--- src/rtl/seg_scan_display.sv ---
// Multiplexed common-anode 7-segment driver: hex or decimal (sequential double-dabble)
// display of a 4*DIGITS-bit value with decimal points, leading-zero blanking and scan.
module seg_scan_display #(
  parameter int DIGITS   = 8,
  parameter int SCAN_DIV = 100000
) (
  input  logic                  clock,
  input  logic                  reset,
  input  logic [4*DIGITS-1:0]   data,
  input  logic                  radix,
  input  logic [DIGITS-1:0]     dp,
  input  logic                  blank_zeros,
  input  logic                  enable,
  output logic [7:0]            cathode,
  output logic [DIGITS-1:0]     anode,
  output logic                  busy,
  output logic                  updated
);

  localparam int W     = 4 * DIGITS;
  localparam int CNT_W = $clog2(W + 1);
  localparam int DIV_W = (SCAN_DIV > 1) ? $clog2(SCAN_DIV) : 1;
  localparam int IDX_W = (DIGITS > 1) ? $clog2(DIGITS) : 1;

  localparam logic [0:0] ST_IDLE = 1'b0;
  localparam logic [0:0] ST_CONV = 1'b1;

  localparam logic [CNT_W-1:0] LAST_SHIFT = CNT_W'(W);
  localparam logic [DIV_W-1:0] DIV_LAST   = DIV_W'(SCAN_DIV - 1);
  localparam logic [IDX_W-1:0] IDX_LAST   = IDX_W'(DIGITS - 1);

  logic [0:0]        state;
  logic [W-1:0]      shadow;
  logic [W-1:0]      shift_reg;
  logic [W-1:0]      bcd;
  logic [W-1:0]      bcd_adj;
  logic [CNT_W-1:0]  bit_cnt;

  logic [DIV_W-1:0]  div_cnt;
  logic [IDX_W-1:0]  idx;
  logic              tick;

  logic [DIGITS-1:0] zero_from;
  logic              zero_run;
  logic [3:0]        cur_digit;
  logic              cur_dp;
  logic              cur_blank;
  logic [DIGITS-1:0] cur_onehot;

  function automatic logic [7:0] seg(input logic [3:0] v);
    case (v)
      4'h0:    seg = 8'h03;
      4'h1:    seg = 8'h9F;
      4'h2:    seg = 8'h25;
      4'h3:    seg = 8'h0D;
      4'h4:    seg = 8'h99;
      4'h5:    seg = 8'h49;
      4'h6:    seg = 8'h41;
      4'h7:    seg = 8'h1F;
      4'h8:    seg = 8'h01;
      4'h9:    seg = 8'h09;
      4'hA:    seg = 8'h11;
      4'hB:    seg = 8'hC1;
      4'hC:    seg = 8'h63;
      4'hD:    seg = 8'h85;
      4'hE:    seg = 8'h61;
      default: seg = 8'h71;
    endcase
  endfunction

  // Double-dabble correction: every BCD nibble of 5 or more gets +3 before the shift
  always_comb begin
    bcd_adj = bcd;
    for (int i = 0; i < DIGITS; i++) begin
      if (bcd[4*i +: 4] >= 4'd5) begin
        bcd_adj[4*i +: 4] = bcd[4*i +: 4] + 4'd3;
      end
    end
  end

  always_ff @(posedge clock) begin
    if (reset) begin
      state     <= ST_IDLE;
      shadow    <= '0;
      shift_reg <= '0;
      bcd       <= '0;
      bit_cnt   <= '0;
      updated   <= 1'b0;
    end else begin
      updated <= 1'b0;
      case (state)
        ST_IDLE: begin
          if (radix) begin
            shift_reg <= data;
            bcd       <= '0;
            bit_cnt   <= '0;
            state     <= ST_CONV;
          end else begin
            shadow  <= data;
            updated <= 1'b1;
          end
        end
        ST_CONV: begin
          // Bit shifted out of the top nibble is dropped, giving data mod 10^DIGITS
          if (bit_cnt == LAST_SHIFT) begin
            shadow  <= bcd;
            updated <= 1'b1;
            state   <= ST_IDLE;
          end else begin
            bcd       <= {bcd_adj[W-2:0], shift_reg[W-1]};
            shift_reg <= shift_reg << 1;
            bit_cnt   <= bit_cnt + 1'b1;
          end
        end
        default: state <= ST_IDLE;
      endcase
    end
  end

  assign busy = (state == ST_CONV);

  assign tick = (div_cnt == DIV_LAST);

  always_ff @(posedge clock) begin
    if (reset) begin
      div_cnt <= '0;
      idx     <= '0;
    end else if (tick) begin
      div_cnt <= '0;
      idx     <= (idx == IDX_LAST) ? '0 : idx + 1'b1;
    end else begin
      div_cnt <= div_cnt + 1'b1;
    end
  end

  // zero_from[i] is set when shadow digits i..DIGITS-1 are all zero
  always_comb begin
    zero_from = '0;
    zero_run  = 1'b1;
    for (int i = DIGITS - 1; i >= 0; i--) begin
      zero_run     = zero_run && (shadow[4*i +: 4] == 4'd0);
      zero_from[i] = zero_run;
    end
  end

  always_comb begin
    cur_digit  = 4'd0;
    cur_dp     = 1'b0;
    cur_blank  = 1'b0;
    cur_onehot = '0;
    for (int i = 0; i < DIGITS; i++) begin
      if (idx == IDX_W'(i)) begin
        cur_digit     = shadow[4*i +: 4];
        cur_dp        = dp[i];
        cur_blank     = blank_zeros && (i != 0) && zero_from[i];
        cur_onehot[i] = 1'b1;
      end
    end
  end

  always_ff @(posedge clock) begin
    if (reset) begin
      anode   <= '1;
      cathode <= 8'hFF;
    end else if (!enable || cur_blank) begin
      anode   <= '1;
      cathode <= 8'hFF;
    end else begin
      anode   <= ~cur_onehot;
      cathode <= seg(cur_digit) & ~{7'b0, cur_dp};
    end
  end

endmodule
--- config.mk ---
export PLATFORM = sky130hd
export DESIGN_NAME = seg_scan_display
export DESIGN_NICKNAME = d
export VERILOG_FILES = /design/src/rtl/seg_scan_display.sv
export SDC_FILE = /design/constraint.sdc
export NUM_CORES = 1
export LEC_CHECK = 0
export BUFFER_PORTS_ARGS = -buffer_cell sky130_fd_sc_hd__clkbuf_2
export CAP_MARGIN = 20
export CORE_MARGIN = 2
export CORE_UTILIZATION = 45
export CTS_BUF_LIST = sky130_fd_sc_hd__clkbuf_8
export DETAILED_ROUTE_END_ITERATION = 6
export GPL_ROUTABILITY_DRIVEN = 0
export PLACE_DENSITY = 0.75
export SLEW_MARGIN = 15
export SYNTH_ARGS = -nofsm -noshare
export SYNTH_HDL_FRONTEND = slang
export SYNTH_SLANG_ARGS = --single-unit
--- constraint.sdc ---
create_clock -name clock -period 3.8 [get_ports clock]
set_input_delay 0.76 -clock clock [delete_from_list [all_inputs] [get_ports clock]]
set_output_delay 0.76 -clock clock [all_outputs]
set_load 0.01 [all_outputs]
# Yosys cells after proc, flatten, opt, wreduce, memory -nomap -nowiden

Memories as Yosys holds them, arrays and structs flattened.
Index checks and enable logic that the tools add are counted.

Register bits: 140
ROM bits: 112
Bits of input ports: 45
Output and inout port bits: 18
Logic and storage cells: 134
Memories: 1

Memories:

| name             | words | bits a word | read ports | clocked after memory_dff | wr ports | RTL line | text |
|---|---|---|---|---|---|---|---|
| (name not given) | 16    | 7           | 1          | 0                        | 0        | 51       | `case (v)` |

Add/sub/neg operators: 11
$lt $le $gt $ge: 8
Equal/unequal tests: 13
Muxes and demuxes: 60
Bitwise gates (word level): 4
Reductions and logical operators: 27

Operators with widths:

| cell                                                | count |
|---|---|
| two-way mux 32 bit                                  | 6 |
| one-hot mux 32 bit (2 select lines)                 | 3 |
| two-way mux 4 bit                                   | 15 |
| >= comparator 4 x 3 -> 1 bit, second input constant | 8 |
| adder 4 x 2 -> 4 bit, second input constant         | 7 |
| zero test 4 bit                                     | 7 |
| two-way mux 1 bit                                   | 27 |
| adder 17 x 1 -> 17 bit, second input constant       | 1 |
| == test 17 bit, second input constant               | 1 |
| two-way mux 8 bit                                   | 2 |
| logical AND 1 bit                                   | 13 |
| == test 3 bit, second input constant                | 4 |
| two-way mux 6 bit                                   | 2 |
| one-hot mux 6 bit (2 select lines)                  | 1 |
| AND 8 bit                                           | 1 |
| inverter 1 -> 8 bit                                 | 1 |
| inverter 8 bit                                      | 1 |
| adder 6 x 1 -> 6 bit, second input constant         | 1 |
| == test 3 x 2 -> 1 bit, second input constant       | 2 |
| == test 6 bit, second input constant                | 1 |
| two-way mux 3 bit                                   | 2 |
| inequality test 2 bit, second input constant        | 3 |
| one-hot mux 1 bit (2 select lines)                  | 2 |
| AND reduction 2 bit                                 | 2 |
| 9 further kinds                                     | 10 |

# Longest topological paths before layout

Word-level depth: 19
Mapped depth: 13
Mapped depth without buffers: 11

# Worst setup path before layout

Ideal clock, no wire load.

Path type: reg-to-reg
Start point: reg idx[2]
End point: reg cathode[7]
Library setup time: 0.134 ns
Arrival time: 2.737 ns
Data required time: 3.666 ns
Path slack: 0.929 ns
Cell stages (with the launch flop): 12
Path buffers: 2
Clock period less this slack: 2.871 ns
Cells stage by stage: dfxtp_1 inv_1 clkbuf_1 ha_1 clkbuf_1 o311a_1 a221o_1 a22oi_2 inv_1 ha_1 nand3_1 or4b_1

Cells in the longest elaborated chain, start to end: 13
Elaborated cells on any way between the ends: 29
Those cells by class: eq/ne: 7; mux: 17; bitwise: 1; reduce/logical: 3; memory: 1

Ends and longest elaborated chain:

| element                         | RTL line | text |
|---|---|---|
| start, declared                 | 40       | `logic [IDX_W-1:0] idx;` |
| start signal, assigned          | 130      | `idx <= (idx == IDX_LAST) ? '0 : idx + 1'b1;` |
| zero test 3 bit                 | 152      | `if (idx == IDX_W'(i)) begin` |
| two-way mux 4 bit (8 in series) | 152      |  |
| memory (16 x 7 bit)             | n/a      |  |
| two-way mux 8 bit               | 165      | `end else if (!enable \|\| cur_blank) begin` |
| two-way mux 8 bit               | 162      | `if (reset) begin` |
| AND 8 bit                       | 170      | `cathode <= seg(cur_digit) & ~{7'b0, cur_dp};` |
| end signal, assigned            | 170      |  |
| end, declared                   | 14       | `output logic [7:0] cathode,` |

Several ways; a longest one is shown, not always the timed one. The select of a mux whose other input is x is not followed.
A chain may end at the register's enable or synchronous reset.

# Worst setup path after layout

Start point: reg idx[1]
End point: reg cathode[2]

Same word-level chain as after synthesis.

==> run summary <==
The routed via count divided by cell count works out to 5.63. The critical-path maximum fanout works out to 25. By count the netlist is led by 140 x sky130_fd_sc_hd__dfxtp_1, 85 x sky130_fd_sc_hd__nor2_1, 73 x sky130_fd_sc_hd__nand2_1, 69 x sky130_fd_sc_hd__a21oi_1, 56 x sky130_fd_sc_hd__o21ai_0. After synthesis, the share of cell area in mux cells is 5.28%.

TritonCTS built the clock tree. Leakage component of the power: 3.05 nW. For the data arrival time of the critical path, the log shows 3.50 ns. For the number of nets with antenna violations after routing, the log shows 0. The power density normalized to cell area works out to 420 mW/mm². Synthesis inferred 140 register bits.

The tightest min-delay check is of the reg2reg type. For the max-cap violation count, the log shows 0. In this run the number of H-tree levels came out at 4. sky130_fd_sc_hd__dfxtp_1 is the most common cell in the netlist. Setup repair after global routing left no endpoint under its margin. The number of I/O port buffers was 62; the number of placement rows was 45. After synthesis, the largest area contributor takes up 40.8% of total cell area. The pin slew with the least headroom to its limit is 0.877 ns, and the number of clock buffers inserted by TritonCTS is 17. The logs give 4 for the detailed-router iteration count before antenna repair and 0.45 ns for the clock insertion delay at the later pin of the skew report. The clock transition at the register clock pins on the worst setup and hold paths after CTS is 0.07 ns, and the area enclosed by the die boundary is 0.0163 mm². The area fraction in compound gates after synthesis came out at 20.1%. The number of gates resized after CTS was 0.

The netlist uses 59 different library cells. Yosys mapped a number of flops with a built-in enable equal to 0. The tools report the count of final max-slew check failures as 0.

The clock drives 140 sinks. Headroom to the max-slew limit came out at 41.5%. Summed over all layers, the global routing overflow is 0.

The tools report the final standard cell utilization of the core as 51.5%. The run gives 1399 as the number of fill cells in the layout. Sorting the synthesized cells by area gives the leading types as sky130_fd_sc_hd__dfxtp_1 41%, sky130_fd_sc_hd__ha_1 5.5%, sky130_fd_sc_hd__a21oi_1 5.0%, sky130_fd_sc_hd__mux2i_1 5.0%, sky130_fd_sc_hd__nor2_1 4.6%. The total track usage came out at 20.4%. The worst setup path is of the reg2reg kind. The first global-routing pass estimated 26.7 mm of wire. The clock arrives with 0.0121 ns of skew. Hold repair after CTS inserted 0 buffers.

The I/O pin count is 63, and the setup total negative slack is 0 ns. Summed over all layers, the routed wires come to 16.2 mm. The tree is rooted in a sky130_fd_sc_hd__clkbuf_8. Counting along the longest clock path gives a buffer depth of 2.

After detailed routing, the average wire length per cell comes to 15.5 µm. Averaged over all synthesized cells, the footprint is 8.46 µm². The logs give 205 µV for the peak ir drop on the vdd network and 40.8% for the proportion of synthesized chip area in sequential cells. Of the total synthesized cell area, the portion taken by full adders, half adders and majority gates is 5.47%. STA classifies the critical path startpoint as a flip-flop.

The logs give 488 for the detailed router's first-iteration violation count and 0.673 ns for the worst slack at placement. The pin count of the biggest net entering global routing is 73, and the chip height is 128 µm. The tools report the initial standard-cell utilization of the core as 45.7%. Summing every instance area after synthesis gives 0.00687 mm². The flow ran to the end, and the final reports show no timing, DRC or antenna violations.

Element type at the critical path end: a flip-flop. The synthesized netlist cell count was 812. For this run, design rule violations remaining after detail routing come to 0. When the netlist entered floorplanning its net count stood at 887. The post-CTS repair timing setup buffer count is 0, and the layout overhead on the synthesized area is 12.6%. Setup violations remaining at the end of the flow were counted as 0. Yosys printed 0 warnings. The clock period could shrink to 3.17 ns.

The portion of the clock cycle consumed by the worst path in the final layout works out to 83.4%. The main combinational cell family by area after synthesis was compound AO/OA/AOI/OAI gates. The library cell occupying the most area in the post-synthesis netlist was sky130_fd_sc_hd__dfxtp_1. The diode insertion count for antenna repair was 0. In the final layout, the share of cells above drive strength 1 is 13.3%. After layout, the worst setup slack is 0.631 ns. Fraction of registers with async set or reset after synthesis: 0%. The most used flip-flop cell after synthesis was sky130_fd_sc_hd__dfxtp_1.

The final layout contains 925 nets. The HPWL after detailed placement is 11.2 mm. The via count of the first global-routing pass was 5324; the total count of hold-check failures in the final report was 0. The run gives 4.13 ns as the required time at the endpoint of the critical path.

The die boundary width was 128 µm. The core footprint is 0.0150 mm². The logs give 0 for the initial antenna violation count and 316 MHz for the fmax. Summing the areas of all xor and xnor instances in the mapped netlist gives 4.08% of the synthesized area. The via total after detailed routing was 5907. After Yosys synthesis, and, or, nand and nor cells account for 19.1% of the synthesized area.
==> area by class of cell <==
type,count,area (µm²),area share (%)
sequential,140,2800,36.3
multi-input combinational,586,3720,48.1
timing repair buffer,73,405,5.24
clock inverter,11,175,2.26
inverter,32,120,1.55
clock buffer,20,275,3.56
tap,188,235,3.04
==> cells in the final DEF, fill, tap and decap left out, types with 13 or more instances in the layout <==
master	synthesis	final
sky130_fd_sc_hd__dfxtp_1	140	139
sky130_fd_sc_hd__nor2_1	85	85
sky130_fd_sc_hd__nand2_1	73	73
sky130_fd_sc_hd__a21oi_1	69	69
sky130_fd_sc_hd__clkbuf_2	0	62
sky130_fd_sc_hd__o21ai_0	56	56
sky130_fd_sc_hd__and3_1	35	35
sky130_fd_sc_hd__inv_1	31	35
sky130_fd_sc_hd__mux2i_1	34	34
sky130_fd_sc_hd__a211oi_1	34	34
sky130_fd_sc_hd__ha_1	30	30
sky130_fd_sc_hd__clkbuf_8	0	20
sky130_fd_sc_hd__xor2_1	19	19
sky130_fd_sc_hd__nand3_1	15	15
sky130_fd_sc_hd__nand2b_1	14	14
sky130_fd_sc_hd__xnor2_1	13	13
==> routing by layer <==
| layer | wire length (µm) | global-route usage (%) | up-vias | share of wire, % |
|---|---|---|---|---|
| li1 | - | - | 2976 | - |
| met1 | 8060 | 29.1 | 2762 | 50 |
| met2 | 7140 | 30.3 | 145 | 44 |
| met3 | 760 | 4.36 | 24 | 4.7 |
| met4 | 282 | 7.76 | 0 | 1.7 |
| met5 | 0 | 0 | - | 0 |
==> stage by stage <==
step	area (µm²)	total power, mW	instances	hold WS, ns
floorplan	6870	1.81	812	0.424
global placement	7280	1.91	1019	0.433
detailed placement	7280	1.91	1019	0.444
CTS	7730	3.28	1050	0.462
global route	7730	3.38	1050	0.492
finish	7730	3.25	1050	0.454
==> final timing paths <==
path           startpoint           end  slack (ns)  cells past startpoint
max                idx[1]    cathode[2]        0.63                     11
max reg2reg        idx[1]    cathode[2]        0.63                     11
min          shift_reg[3]  shift_reg[4]        0.45                      2
min reg2reg  shift_reg[3]  shift_reg[4]        0.45                      2
==> critical path: stages, from the launching register on <==
cell                       delay (ns)
sky130_fd_sc_hd__dfxtp_1         0.35
sky130_fd_sc_hd__inv_1           0.09
sky130_fd_sc_hd__ha_1            0.66
sky130_fd_sc_hd__nor2b_1         0.15
sky130_fd_sc_hd__a221o_1         0.32
sky130_fd_sc_hd__a221o_1         0.34
sky130_fd_sc_hd__a22oi_2         0.24
sky130_fd_sc_hd__inv_1           0.13
sky130_fd_sc_hd__ha_1            0.23
sky130_fd_sc_hd__nor2_1          0.15
sky130_fd_sc_hd__a211oi_1        0.06
sky130_fd_sc_hd__or3_1           0.32
==> cell families (layout without fill, tap and decap cells) <==
family | after synthesis | count (layout)
AND/OR/NAND/NOR | 272 | 272
AO/OA/AOI/OAI | 216 | 216
buffers and inverters | 86 | 136
adder cells (fa/ha/maj) | 30 | 30
XOR/XNOR | 32 | 32
flip-flops | 140 | 140
multiplexers | 36 | 36
==> power breakdown <==
group          total (mW)  switching (mW)  leakage [nW]  internal (mW)
Sequential           1.58          0.0500          1.14           1.53
Clock                1.37           0.550         0.244          0.819
Combinational       0.307           0.181          1.66          0.125
Total                3.25           0.781          3.05           2.47
No activity file was read; power rests on OpenSTA's default activity.
